File: src/rtl/dmem_lsu_if.sv
// Core-side request/response and data-memory port bundle for dmem_lsu.
// The LSU connects through the slave modport; the requester/memory side uses master.
interface dmem_lsu_if;
  logic        req_valid;
  logic        req_ready;
  logic        req_we;
  logic [2:0]  req_funct3;
  logic [31:0] req_addr;
  logic [31:0] req_wdata;
  logic        rsp_valid;
  logic [31:0] rsp_rdata;
  logic        rsp_fault;
  logic [31:0] mem_addr;
  logic [31:0] mem_wdata;
  logic        mem_we;
  logic [31:0] mem_rdata;

  modport slave (
    input  req_valid, req_we, req_funct3, req_addr, req_wdata, mem_rdata,
    output req_ready, rsp_valid, rsp_rdata, rsp_fault, mem_addr, mem_wdata, mem_we
  );

  modport master (
    output req_valid, req_we, req_funct3, req_addr, req_wdata, mem_rdata,
    input  req_ready, rsp_valid, rsp_rdata, rsp_fault, mem_addr, mem_wdata, mem_we
  );
endinterface

File: src/rtl/dmem_lsu.sv
// Load/store unit: one request at a time, word accesses to data memory,
// load extension and read-modify-write for sub-word stores.
//
// state | meaning
// IDLE  | ready for a request
// LOAD  | read word in flight, extract on next edge
// ST_RD | read old word for sub-word merge
// ST_WR | memory write cycle
// RSP   | one-cycle response pulse
module dmem_lsu #(
  parameter int DEPTH_BYTES = 1024
) (
  input  logic      clk,
  input  logic      rst_n,
  dmem_lsu_if.slave bus
);

  typedef enum logic [2:0] {IDLE, LOAD, ST_RD, ST_WR, RSP} state_e;

  localparam logic [31:0] MAX_ADDR = 32'(DEPTH_BYTES - 4);

  state_e      state_q, state_d;
  logic [2:0]  funct3_q, funct3_d;
  logic [15:0] wdata_q, wdata_d;
  logic [31:0] mem_addr_q, mem_addr_d;
  logic [31:0] mem_wdata_q, mem_wdata_d;
  logic [31:0] rsp_rdata_q, rsp_rdata_d;
  logic        rsp_fault_q, rsp_fault_d;

  logic        fault;
  logic [31:0] load_ext;

  always_comb begin
    fault = 1'b0;
    if (bus.req_addr > MAX_ADDR) begin
      fault = 1'b1;
    end else if (bus.req_we) begin
      fault = !(bus.req_funct3 inside {3'b000, 3'b001, 3'b010});
    end else begin
      fault = !(bus.req_funct3 inside {3'b000, 3'b001, 3'b010, 3'b100, 3'b101});
    end
  end

  always_comb begin
    load_ext = bus.mem_rdata;
    case (funct3_q)
      3'b000:  load_ext = {{24{bus.mem_rdata[7]}}, bus.mem_rdata[7:0]};
      3'b001:  load_ext = {{16{bus.mem_rdata[15]}}, bus.mem_rdata[15:0]};
      3'b100:  load_ext = {24'h0, bus.mem_rdata[7:0]};
      3'b101:  load_ext = {16'h0, bus.mem_rdata[15:0]};
      default: load_ext = bus.mem_rdata;
    endcase
  end

  always_comb begin
    state_d     = state_q;
    funct3_d    = funct3_q;
    wdata_d     = wdata_q;
    mem_addr_d  = mem_addr_q;
    mem_wdata_d = mem_wdata_q;
    rsp_rdata_d = rsp_rdata_q;
    rsp_fault_d = rsp_fault_q;
    case (state_q)
      IDLE: begin
        if (bus.req_valid) begin
          funct3_d    = bus.req_funct3;
          wdata_d     = bus.req_wdata[15:0];
          mem_addr_d  = bus.req_addr;
          rsp_rdata_d = 32'h0;
          rsp_fault_d = fault;
          if (fault) begin
            state_d = RSP;
          end else if (!bus.req_we) begin
            state_d = LOAD;
          end else if (bus.req_funct3 == 3'b010) begin
            mem_wdata_d = bus.req_wdata;
            state_d     = ST_WR;
          end else begin
            state_d = ST_RD;
          end
        end
      end
      LOAD: begin
        rsp_rdata_d = load_ext;
        state_d     = RSP;
      end
      ST_RD: begin
        // sub-word data always lands in the low lanes of the addressed word
        if (funct3_q == 3'b000) begin
          mem_wdata_d = {bus.mem_rdata[31:8], wdata_q[7:0]};
        end else begin
          mem_wdata_d = {bus.mem_rdata[31:16], wdata_q};
        end
        state_d = ST_WR;
      end
      ST_WR:   state_d = RSP;
      RSP:     state_d = IDLE;
      default: state_d = IDLE;
    endcase
  end

  always_ff @(posedge clk or negedge rst_n) begin
    if (!rst_n) begin
      state_q     <= IDLE;
      funct3_q    <= 3'b000;
      wdata_q     <= 16'h0;
      mem_addr_q  <= 32'h0;
      mem_wdata_q <= 32'h0;
      rsp_rdata_q <= 32'h0;
      rsp_fault_q <= 1'b0;
    end else begin
      state_q     <= state_d;
      funct3_q    <= funct3_d;
      wdata_q     <= wdata_d;
      mem_addr_q  <= mem_addr_d;
      mem_wdata_q <= mem_wdata_d;
      rsp_rdata_q <= rsp_rdata_d;
      rsp_fault_q <= rsp_fault_d;
    end
  end

  // decoded straight from state so reset drops them without waiting for a clock
  assign bus.req_ready = (state_q == IDLE);
  assign bus.rsp_valid = (state_q == RSP);
  assign bus.mem_we    = (state_q == ST_WR);
  assign bus.rsp_rdata = rsp_rdata_q;
  assign bus.rsp_fault = rsp_fault_q;
  assign bus.mem_addr  = mem_addr_q;
  assign bus.mem_wdata = mem_wdata_q;

endmodule

File: src/flat_wrapper.sv
// flat-port wrapper written by rule: the top's interface ports become plain ports
module dmem_lsu_flat 
#(
  parameter int DEPTH_BYTES = 1024
)
  (clk, rst_n, bus_req_valid, bus_req_we, bus_req_funct3, bus_req_addr, bus_req_wdata, bus_mem_rdata, bus_req_ready, bus_rsp_valid, bus_rsp_rdata, bus_rsp_fault, bus_mem_addr, bus_mem_wdata, bus_mem_we);
  dmem_lsu_if bus_i ();
  input  logic clk;
  input  logic rst_n;
  input wire logic [$bits(bus_i.req_valid)-1:0] bus_req_valid;
  input wire logic [$bits(bus_i.req_we)-1:0] bus_req_we;
  input wire logic [$bits(bus_i.req_funct3)-1:0] bus_req_funct3;
  input wire logic [$bits(bus_i.req_addr)-1:0] bus_req_addr;
  input wire logic [$bits(bus_i.req_wdata)-1:0] bus_req_wdata;
  input wire logic [$bits(bus_i.mem_rdata)-1:0] bus_mem_rdata;
  output wire logic [$bits(bus_i.req_ready)-1:0] bus_req_ready;
  output wire logic [$bits(bus_i.rsp_valid)-1:0] bus_rsp_valid;
  output wire logic [$bits(bus_i.rsp_rdata)-1:0] bus_rsp_rdata;
  output wire logic [$bits(bus_i.rsp_fault)-1:0] bus_rsp_fault;
  output wire logic [$bits(bus_i.mem_addr)-1:0] bus_mem_addr;
  output wire logic [$bits(bus_i.mem_wdata)-1:0] bus_mem_wdata;
  output wire logic [$bits(bus_i.mem_we)-1:0] bus_mem_we;
  assign bus_i.req_valid = bus_req_valid;
  assign bus_i.req_we = bus_req_we;
  assign bus_i.req_funct3 = bus_req_funct3;
  assign bus_i.req_addr = bus_req_addr;
  assign bus_i.req_wdata = bus_req_wdata;
  assign bus_i.mem_rdata = bus_mem_rdata;
  assign bus_req_ready = bus_i.req_ready;
  assign bus_rsp_valid = bus_i.rsp_valid;
  assign bus_rsp_rdata = bus_i.rsp_rdata;
  assign bus_rsp_fault = bus_i.rsp_fault;
  assign bus_mem_addr = bus_i.mem_addr;
  assign bus_mem_wdata = bus_i.mem_wdata;
  assign bus_mem_we = bus_i.mem_we;
  dmem_lsu #(.DEPTH_BYTES(DEPTH_BYTES)) u_core (.clk(clk), .rst_n(rst_n), .bus(bus_i));
endmodule
File: config.mk
export PLATFORM = sky130hd
export DESIGN_NAME = dmem_lsu_flat
export DESIGN_NICKNAME = d
export VERILOG_FILES = /design/src/rtl/dmem_lsu_if.sv /design/src/rtl/dmem_lsu.sv /design/src/flat_wrapper.sv
export SDC_FILE = /design/constraint.sdc
export NUM_CORES = 1
export LEC_CHECK = 0
export ABC_AREA = 1
export CAP_MARGIN = 0
export CORE_UTILIZATION = 40
export CTS_BUF_LIST = sky130_fd_sc_hd__clkbuf_2
export DETAILED_ROUTE_END_ITERATION = 7
export PLACE_DENSITY = 0.73
export SYNTH_ARGS = -nofsm -noshare
export SYNTH_HDL_FRONTEND = slang
export SYNTH_SLANG_ARGS = --single-unit
File: constraint.sdc
create_clock -name clk -period 3.21 [get_ports clk]
set_input_delay 0.321 -clock clk [delete_from_list [all_inputs] [get_ports clk]]
set_output_delay 0.321 -clock clk [all_outputs]
set_load 0.02 [all_outputs]
==> results of run 1 <==
[repair_timing]
item                                    CTS  global route
endpoints found under the setup margin    0             0
hold endpoints to repair                 56             0
hold buffers                              1             0
[worst max-delay path: stages (launching register included)]
cell and delay [ps]:
dfrtp_1 460, inv_2 120, nand3_2 130, inv_1 150, clkdlybuf4s50_1 650
[cell type report]
| type | count | area, µm² |
|---|---|---|
| Sequential cell | 119 | 2980 |
| Timing Repair Buffer | 208 | 2080 |
| Clock inverter | 9 | 63.8 |
| Multi-Input combinational cell | 461 | 2060 |
| Inverter | 45 | 169 |
| Fill cell | 1260 | 5630 |
| Clock buffer | 19 | 95.1 |
| Tap cell | 176 | 220 |
[state kept, by name, summed over array words and instances (netlist names)]
signal,cells
u_core.bus.mem_addr,32
u_core.bus.mem_wdata,32
u_core.bus.rsp_rdata,32
u_core.wdata_q,16
u_core.funct3_q,3
u_core.state_q,3
u_core.bus.rsp_fault,1
[routing by layer]
layer  wire length, µm  GRT usage (%)
met1              6590           28.7
met2              7290           35.7
met3              1460           9.75
met4               206           8.07
met5                 0              0
[per-stage QoR]
step / power (mW) / area, µm² / utilization, %
after floorplan: 3.69 / 5450 / -
after global placement: 4.87 / 7500 / 56.4
after detailed placement: 4.90 / 7500 / 56.4
after CTS: 5.70 / 7670 / 57.7
after global routing: 6.03 / 7670 / 57.7
final: 5.63 / 7670 / 57.7
[cell families (layout without fill, tap and decap cells)]
family / count (synthesis) / count (layout) / share of synthesized area [%]
AOI/OAI and AO/OA: 111 / 111 / 11.0
DFF: 119 / 119 / 54.6
and+or+nand+nor: 350 / 350 / 26.8
buffers and inverters: 82 / 281 / 7.59
[worst max-delay path by stage]
stage / start / to / slack [ps] / cells past startpoint
5_1_grt: u_core.state_q[1]$_DFFE_PN0P_ / bus_req_ready / 480 / 4
3_3_place_gp: bus_req_funct3[2] / u_core.bus.mem_wdata[21]$_DFFE_PN0P_ / 960 / 11
6_report: u_core.state_q[1]$_DFFE_PN0P_ / bus_req_ready / 710 / 4
4_1_cts: u_core.state_q[1]$_DFFE_PN0P_ / bus_req_ready / 590 / 4
2_1_floorplan: u_core.state_q[1]$_DFFE_PN0P_ / u_core.bus.rsp_rdata[10]$_DFFE_PN0P_ / 1640 / 7
3_5_place_dp: bus_req_funct3[2] / u_core.bus.mem_wdata[17]$_DFFE_PN0P_ / 930 / 11
[cell usage after synthesis (3+ instances only)]
master    count  share of area [%]
o21ai_0      76                7.0
a31o_2        8                1.3
buf_4         7               0.96
nand2_1     250                 17
dfrtp_1     119                 55
nor2_1       27                1.9
nor2_4        3               0.62
nand2_2       3               0.34
inv_1        40                2.8
o21ai_1       6               0.55
o22ai_1       8               0.92
inv_2         5               0.34
a21oi_1      12                1.1
buf_6         6                1.2
nand3_1      59                5.4
buf_2        16                1.5
nor3_1        3               0.28
clkbuf_1      6               0.41
[power groups by stage]
stage,registers (mW),clock network [mW],logic (mW)
3_5_place_dp,2.31,0,2.58
6_report,2.30,0.767,2.56
3_3_place_gp,2.32,0,2.55
2_1_floorplan,2.76,0,0.933
4_1_cts,2.30,0.812,2.59
5_1_grt,2.36,0.878,2.80
==> summary.md, run 1 <==
| Metric | Value |
|---|---|
| Status | `finished, final reports clean` |
| Syn Inst Count | `662` |
| Global-route wire length before repair | `25000 µm` |
| Non-Filler Instances | `1037` |
| Reg2Reg Depth | `7` |
| HP Start | `bus_mem_rdata[2]` |
| Largest net degree at the start of global routing | `92` |
| Power Dens Cells | `734 nW/µm²` |
| CP endpoint kind | `output port` |
| CTS Sinks | `119` |
| Cts bufs inserted | `17` |
| I/O pins | `203` |
| HP Class | `input pin to flip-flop` |
| Reg-to-reg endpoint | `u_core.bus.rsp_rdata[24]$_DFFE_PN0P_` |
| Full die area | `14100 µm²` |
| Pins Over Slew Limit | `0` |
| CP Class | `flip-flop to output port` |
| GP Congestion | `0.848` |
| Mapped Nets | `765` |
| CORE AREA | `13300 µm²` |
| Placed insts | `1008` |
| Worst-path clk slew | `170 ps` |
| Sw Pwr | `2.28 mW` |
| WL per Instance | `15.0 µm` |
| Final period demand of the worst path | `2500 ps` |
| Remaining Overflow, GRT | `0` |
| Nets | `955` |
| Die Span Y | `119 µm` |
| R2r startpoint | `u_core.state_q[1]$_DFFE_PN0P_` |
| Post-synth ARST share | `100%` |
| Clock root buffer | `clkbuf_2` |
| CP required | `2890 ps` |
| RSZ-0062 raised after global routing | `false` |
| Die extent in x | `119 µm` |
| P&R area growth vs syn | `40.6%` |
| Setup TNS | `0 ps` |
| Hold Path Sink | `u_core.bus.rsp_rdata[2]$_DFFE_PN0P_` |
| Post-CTS Resized | `0` |
| Peak Freq | `0.400 GHz` |
| Bufs on Longest Clock Path | `2` |
| Antenna violations before repair | `0` |
| Library cells used by synthesis | `26` |
| Reg power frac | `40.8%` |
| VDD IR max | `0.466 mV` |
| ANT nets after route | `0` |
| Slew @ Worst Pin | `910 ps` |
| Max-cap violations | `0` |
| Post-CTS Setup Repair Bufs | `0` |
| Final wirelength | `15500 µm` |
| Hold slack final | `176 ps` |
| Setup slack at placement | `930 ps` |
| # DRC | `0` |
| Sequential area share after synthesis | `54.6%` |
| Detailed Place HPWL | `10700 µm` |
| Period utilisation layout | `77.9%` |
| Initial DRT Pass Iterations | `4` |
| Largest fanout on the critical path | `5` |
| H-tree depth | `4` |
| DR iter-0 viols | `410` |
| Clk Latency, worst-skew pair | `670 ps` |
| Initial core utilization | `41.0%` |
| Setup ws final | `708 ps` |
| Clock power share | `13.6%` |
| Number of synthesized register bits | `119` |
| Vias | `5044` |
| Total track usage | `23.0%` |
| Pint | `3.35 mW` |
| Share of layout cells above drive strength 1 | `6.27%` |
| Startpoint Class | `flip-flop` |
| Via density | `4.86` |
| Worst hold path depth | `3` |
| Mapped Area | `5450 µm²` |
| Syn. warnings | `0` |
| Worst EP arrival | `2180 ps` |
| Predominant post-synthesis flop cell | `dfrtp_1` |
| Hold violation count in the final report | `0` |
| Syn Area/Cell | `8.24 µm²` |
| Vias in the first global route | `4915` |
| Reg2Reg Setup Slack | `1240 ps` |
| ANT cells | `0` |
| Clock skew after layout | `27.4 ps` |
| Commonest non-fill, non-tap cell in the layout | `nand2_1` |
| Combinational share of power | `45.6%` |
| Commonest cells after routing, fill and taps aside | `249 x nand2_1, 201 x clkdlybuf4s50_1, 119 x dfrtp_1, 76 x o21ai_0, 59 x nand3_1` |
| PortBufs | `202` |
| Sw Ratio | `40.5%` |
| Row count | `42` |
| Final setup fails | `0` |
| Max_slew headroom | `39.3%` |
| Leak pwr | `3.71 nW` |
| CTS tree | `yes` |
| EDFF count, synth | `0` |
No activity file was read; power rests on OpenSTA's default activity.
==> inputs of run 2 (changes only) <==
--- a/config.mk
+++ b/config.mk
@@ -10,7 +10,7 @@
 export CORE_UTILIZATION = 40
 export CTS_BUF_LIST = sky130_fd_sc_hd__clkbuf_2
 export DETAILED_ROUTE_END_ITERATION = 7
-export PLACE_DENSITY = 0.73
+export PLACE_DENSITY = 0.76
 export SYNTH_ARGS = -nofsm -noshare
 export SYNTH_HDL_FRONTEND = slang
 export SYNTH_SLANG_ARGS = --single-unit
==> constraint.sdc (replaced) <==
create_clock -name clk -period 2 [get_ports clk]
set_input_delay 0.2 -clock clk [delete_from_list [all_inputs] [get_ports clk]]
set_output_delay 0.2 -clock clk [all_outputs]
set_load 0.02 [all_outputs]
==> summary.md, run 2 (synthesized netlist as in run 1, its figures left out) <==
| Metric | Value |
|---|---|
| Reg2Reg Setup Slack | `350 ps` |
| Clk Latency, worst-skew pair | `700 ps` |
| ANT nets after route | `0` |
| Detailed Place HPWL | `11400 µm` |
| VDD IR max | `0.759 mV` |
| Reg power frac | `40.3%` |
| Total track usage | `23.8%` |
| Startpoint Class | `flip-flop` |
| CTS tree | `yes` |
| Placed insts | `1021` |
| Remaining Overflow, GRT | `0` |
| Initial core utilization | `41.0%` |
| Power Dens Cells | `1100 nW/µm²` |
| R2r startpoint | `u_core.state_q[1]$_DFFE_PN0P_` |
| Cts bufs inserted | `17` |
| Peak Freq | `0.531 GHz` |
| Clock skew after layout | `34.4 ps` |
| Sw Ratio | `40.7%` |
| Leak pwr | `4.79 nW` |
| I/O pins | `203` |
| Worst EP arrival | `1680 ps` |
| Worst-path clk slew | `170 ps` |
| Slowest CP cell | `clkdlybuf4s50_1` |
| H-tree depth | `4` |
| CORE AREA | `13300 µm²` |
| Max-cap violations | `0` |
| Slew @ Worst Pin | `646 ps` |
| Die extent in x | `119 µm` |
| CP Class | `flip-flop to output port` |
| Vias | `5305` |
| Initial DRT Pass Iterations | `4` |
| Share of layout cells above drive strength 1 | `8.67%` |
| Hold slack final | `75.3 ps` |
| Vias in the first global route | `5062` |
| Worst-path cell chain | `clkdlybuf4s50_1` |
| Final core occ | `62.1%` |
| Clock root buffer | `clkbuf_2` |
| Final period demand of the worst path | `1880 ps` |
| CP required | `1800 ps` |
| Largest net degree at the start of global routing | `56` |
| Hold Path Sink | `u_core.wdata_q[14]$_DFFE_PN0P_` |
| RSZ-0062 raised after global routing | `true` |
| Hold violation count in the final report | `0` |
| Final setup fails | `0` |
| CTS Sinks | `119` |
| Bufs on Longest Clock Path | `2` |
| Pins Over Slew Limit | `0` |
| PortBufs | `202` |
| Sw Pwr | `3.70 mW` |
| Largest fanout on the critical path | `2` |
| CP top delay family | `buffers and inverters` |
| Final wirelength | `16400 µm` |
| Reg-to-reg endpoint | `u_core.bus.mem_wdata[27]$_DFFE_PN0P_` |
| Status | `finished, final reports clean` |
| CP endpoint kind | `output port` |
| Setup TNS | `0 ps` |
| DR iter-0 viols | `391` |
| Worst hold path depth | `3` |
| WL per Instance | `15.3 µm` |
| Period utilisation layout | `94.1%` |
| Antenna violations before repair | `0` |
| Pint | `5.39 mW` |
| WP buf/inv | `1` |
| Clock power share | `13.9%` |
| HP Class | `input pin to flip-flop` |
| GP Congestion | `0.851` |
| Global-route wire length before repair | `25800 µm` |
| Full die area | `14100 µm²` |
| Die Span Y | `119 µm` |
| Commonest non-fill, non-tap cell in the layout | `nand2_1` |
| Nets | `994` |
| Post-CTS Setup Repair Bufs | `0` |
| # DRC | `0` |
| Via density | `4.93` |
| P&R area growth vs syn | `51.5%` |
| Row count | `42` |
| CP max stage delay | `610 ps` |
| Combinational share of power | `45.8%` |
| HP Start | `bus_req_wdata[14]` |
| Reg2Reg Depth | `9` |
| Max_slew headroom | `56.9%` |
| Non-Filler Instances | `1076` |
| ANT cells | `0` |
| Commonest cells after routing, fill and taps aside | `249 x nand2_1, 133 x clkdlybuf4s50_1, 118 x dfrtp_1, 76 x o21ai_0, 62 x dlymetal6s2s_1` |
[run 2: per-layer routing]
| metal | global-route usage (%) | part of all wire (%) |
|---|---|---|
| met5 | 0 | 0 |
| met1 | 28.5 | 40 |
| met3 | 9.27 | 9.0 |
| met4 | 8.78 | 2.3 |
| met2 | 38.6 | 49 |
[run 2: stage by stage]
step	total power, mW	cell area (µm²)	setup WS [ps]
global route	9.73	8260	-55.0
floorplan	5.93	5450	432
CTS	9.27	8030	2.40
finish	9.09	8260	118
detailed placement	7.96	7670	64.1
global placement	7.91	7670	141
[run 2: repair_timing]
item | 4_1_cts | 5_1_grt
gates resized for setup | 17 | 67
hold buffers | 19 | 8
endpoints found under the setup margin | 6 | 65
endpoints found under the hold margin | 136 | 15
[run 2: power groups by stage]
stage | Sequential (mW) | Combinational [mW] | Clock [mW]
floorplan | 4.43 | 1.50 | 0
global placement | 3.71 | 4.20 | 0
detailed placement | 3.70 | 4.26 | 0
CTS | 3.67 | 4.28 | 1.32
global route | 3.75 | 4.55 | 1.42
finish | 3.66 | 4.16 | 1.27
[run 2: final cells by class]
class / instances / area, µm²
tap: 176 / 220
fill: 1164 / 5030
timing repair buffer: 247 / 2660
clock inverter: 7 / 58.8
clock buffer: 21 / 105
inverter: 45 / 169
multi-input combinational: 461 / 2070
sequential: 119 / 2980
[run 2: worst min-delay path, cell delays in order]
cell and delay, ps:
clkdlybuf4s50_1 400, inv_1 70, o21ai_0 80
[run 2: how the worst max path moves through the flow]
stage | from | end | slack [ps] | cells after the start
floorplan | u_core.state_q[1]$_DFFE_PN0P_ | u_core.bus.rsp_rdata[10]$_DFFE_PN0P_ | 430 | 7
global placement | bus_req_addr[4] | u_core.bus.mem_wdata[8]$_DFFE_PN0P_ | 140 | 9
detailed placement | bus_req_addr[13] | u_core.bus.mem_wdata[8]$_DFFE_PN0P_ | 60 | 12
CTS | u_core.bus.mem_wdata[15]$_DFFE_PN0P_ | bus_mem_wdata[15] | 2 | 1
global route | u_core.state_q[1]$_DFFE_PN0P_ | bus_req_ready | -50 | 4
finish | u_core.bus.mem_wdata[25]$_DFFE_PN0P_ | bus_mem_wdata[25] | 120 | 1
==> inputs of run 3 (changes only) <==
--- a/config.mk
+++ b/config.mk
@@ -11,6 +11,7 @@
 export CTS_BUF_LIST = sky130_fd_sc_hd__clkbuf_2
 export DETAILED_ROUTE_END_ITERATION = 7
 export PLACE_DENSITY = 0.76
+export RECOVER_POWER = 100
 export SYNTH_ARGS = -nofsm -noshare
 export SYNTH_HDL_FRONTEND = slang
 export SYNTH_SLANG_ARGS = --single-unit
==> summary.md, run 3 (synthesized netlist as in run 1, its figures left out) <==
| Metric | Value |
|---|---|
| Status | `finished, final reports clean` |
| Clock power share | `14.0%` |
| Met2 GRT Util | `38.6%` |
| Sw Ratio | `40.7%` |
| Commonest cells after routing, fill and taps aside | `249 x nand2_1, 133 x clkdlybuf4s50_1, 118 x dfrtp_1, 76 x o21ai_0, 62 x dlymetal6s2s_1` |
| WL per Instance | `15.3 µm` |
| CORE AREA | `13300 µm²` |
| WP buf/inv | `1` |
| GR Layer Usage met1 | `28.5%` |
| Startpoint Class | `flip-flop` |
| ANT cells | `0` |
| H-tree depth | `4` |
| CP endpoint kind | `output port` |
| GP Congestion | `0.851` |
| Power Dens Cells | `1100 nW/µm²` |
| Worst-path clk slew | `170 ps` |
| Met3 Use GR | `9.27%` |
| Vias | `5310` |
| Setup ws final | `112 ps` |
| # DRC | `0` |
| Clock skew after layout | `36.0 ps` |
| Hold Path Sink | `u_core.wdata_q[14]$_DFFE_PN0P_` |
| HP Start | `bus_req_wdata[14]` |
| Cts bufs inserted | `17` |
| Clock root buffer | `clkbuf_2` |
| Power Total | `9.07 mW` |
| I/O pins | `203` |
| Worst EP arrival | `1690 ps` |
| Final period demand of the worst path | `1890 ps` |
| Placed insts | `1021` |
| P&R area growth vs syn | `50.6%` |
| Die Span Y | `119 µm` |
| Slowest CP cell | `clkdlybuf4s50_1` |
| Hold violation count in the final report | `0` |
| Detailed Place HPWL | `11400 µm` |
| Max-cap violations | `0` |
| Final setup fails | `0` |
| Slew @ Worst Pin | `819 ps` |
| Setup slack at placement | `64.1 ps` |
| Clk Latency, worst-skew pair | `700 ps` |
| Hold slack final | `70.6 ps` |
| Combinational share of power | `45.7%` |
| VDD IR max | `0.762 mV` |
| Post-CTS Setup Repair Bufs | `0` |
| Peak Freq | `0.530 GHz` |
| R2r startpoint | `u_core.state_q[1]$_DFFE_PN0P_` |
| Global-route wire length before repair | `25800 µm` |
| CP required | `1800 ps` |
| Max_slew headroom | `45.4%` |
| Share of layout cells above drive strength 1 | `8.56%` |
| Bufs on Longest Clock Path | `2` |
| Reg2Reg Depth | `9` |
| PortBufs | `202` |
| CP top delay family | `buffers and inverters` |
| Worst hold path depth | `3` |
| Total track usage | `23.8%` |
| Remaining Overflow, GRT | `0` |
| CTS tree | `yes` |
| Nets | `994` |
| DR iter-0 viols | `425` |
| Full die area | `14100 µm²` |
| CP max stage delay | `610 ps` |
| Final wirelength | `16400 µm` |
| Setup TNS | `0 ps` |
| Reg2Reg Setup Slack | `350 ps` |
| Reg-to-reg endpoint | `u_core.bus.mem_wdata[27]$_DFFE_PN0P_` |
| Period utilisation layout | `94.4%` |
| Row count | `42` |
| Non-Filler Instances | `1076` |
| Reg power frac | `40.3%` |
| Largest fanout on the critical path | `2` |
| HP Class | `input pin to flip-flop` |
| Leak pwr | `4.77 nW` |
| Gr busiest metal | `met2` |
| Via density | `4.93` |
| Pint | `5.38 mW` |
| Antenna violations before repair | `0` |
| CTS Sinks | `119` |
| ANT nets after route | `0` |
| Die extent in x | `119 µm` |
| Vias in the first global route | `5062` |
| Pins Over Slew Limit | `0` |
| Commonest non-fill, non-tap cell in the layout | `nand2_1` |
| Worst-path cell chain | `clkdlybuf4s50_1` |
| Largest net degree at the start of global routing | `56` |
| Initial core utilization | `41.0%` |
| Fillers | `1173` |
| RSZ-0062 raised after global routing | `true` |
| Sw Pwr | `3.69 mW` |
| CP Class | `flip-flop to output port` |
| Initial DRT Pass Iterations | `5` |
## run 3: changes by cell type in the layout (fill, tap and decap cells not counted), sizes merged
cell | previous run | this run
buf | 23 | 18
clkbuf | 21 | 26
## run 3: per-layer routing
layer	part of all wire (%)	wire length (µm)	vias up
li1	-	-	2584
met1	41	6660	2467
met2	49	7970	230
met3	8.6	1410	29
met4	2.4	391	0
met5	0	0	-
## run 3: metrics by stage
stage / cell area (µm²) / utilization [%]
5_1_grt: 8210 / 61.8
3_3_place_gp: 7670 / 57.7
3_5_place_dp: 7670 / 57.7
4_1_cts: 8030 / 60.4
2_1_floorplan: 5450 / -
6_report: 8210 / 61.8
## run 3: layout make-up
type	count	area, µm²	area share (%)
clock buffer	21	105	1.28
clock inverter	7	58.8	0.716
inverter	45	169	2.06
multi-input combinational	461	2070	25.2
sequential	119	2980	36.3
tap	176	220	2.68
timing repair buffer	247	2610	31.8
## run 3: power by group through the flow
stage	registers, mW	clock network, mW	logic [mW]
floorplan	4.43	0	1.50
global placement	3.71	0	4.20
detailed placement	3.70	0	4.26
CTS	3.67	1.32	4.28
global route	3.75	1.42	4.53
finish	3.66	1.27	4.15
## run 3: timing repair
| item | in CTS | in global routing |
|---|---|---|
| gates resized for setup | 17 | 67 |
| cloned | 0 | 0 |
| hold buffers | 19 | 8 |
| setup endpoints to repair | 6 | 65 |
| endpoints found under the hold margin | 136 | 15 |
## run 3: worst max-delay path by stage
stage / start / to / slack [ps] / cells after the start
6_report: u_core.bus.mem_wdata[25]$_DFFE_PN0P_ / bus_mem_wdata[25] / 110 / 1
3_5_place_dp: bus_req_addr[13] / u_core.bus.mem_wdata[8]$_DFFE_PN0P_ / 60 / 12
2_1_floorplan: u_core.state_q[1]$_DFFE_PN0P_ / u_core.bus.rsp_rdata[10]$_DFFE_PN0P_ / 430 / 7
4_1_cts: u_core.bus.mem_wdata[15]$_DFFE_PN0P_ / bus_mem_wdata[15] / 2 / 1
3_3_place_gp: bus_req_addr[4] / u_core.bus.mem_wdata[8]$_DFFE_PN0P_ / 140 / 9
5_1_grt: u_core.state_q[1]$_DFFE_PN0P_ / bus_req_ready / -50 / 4
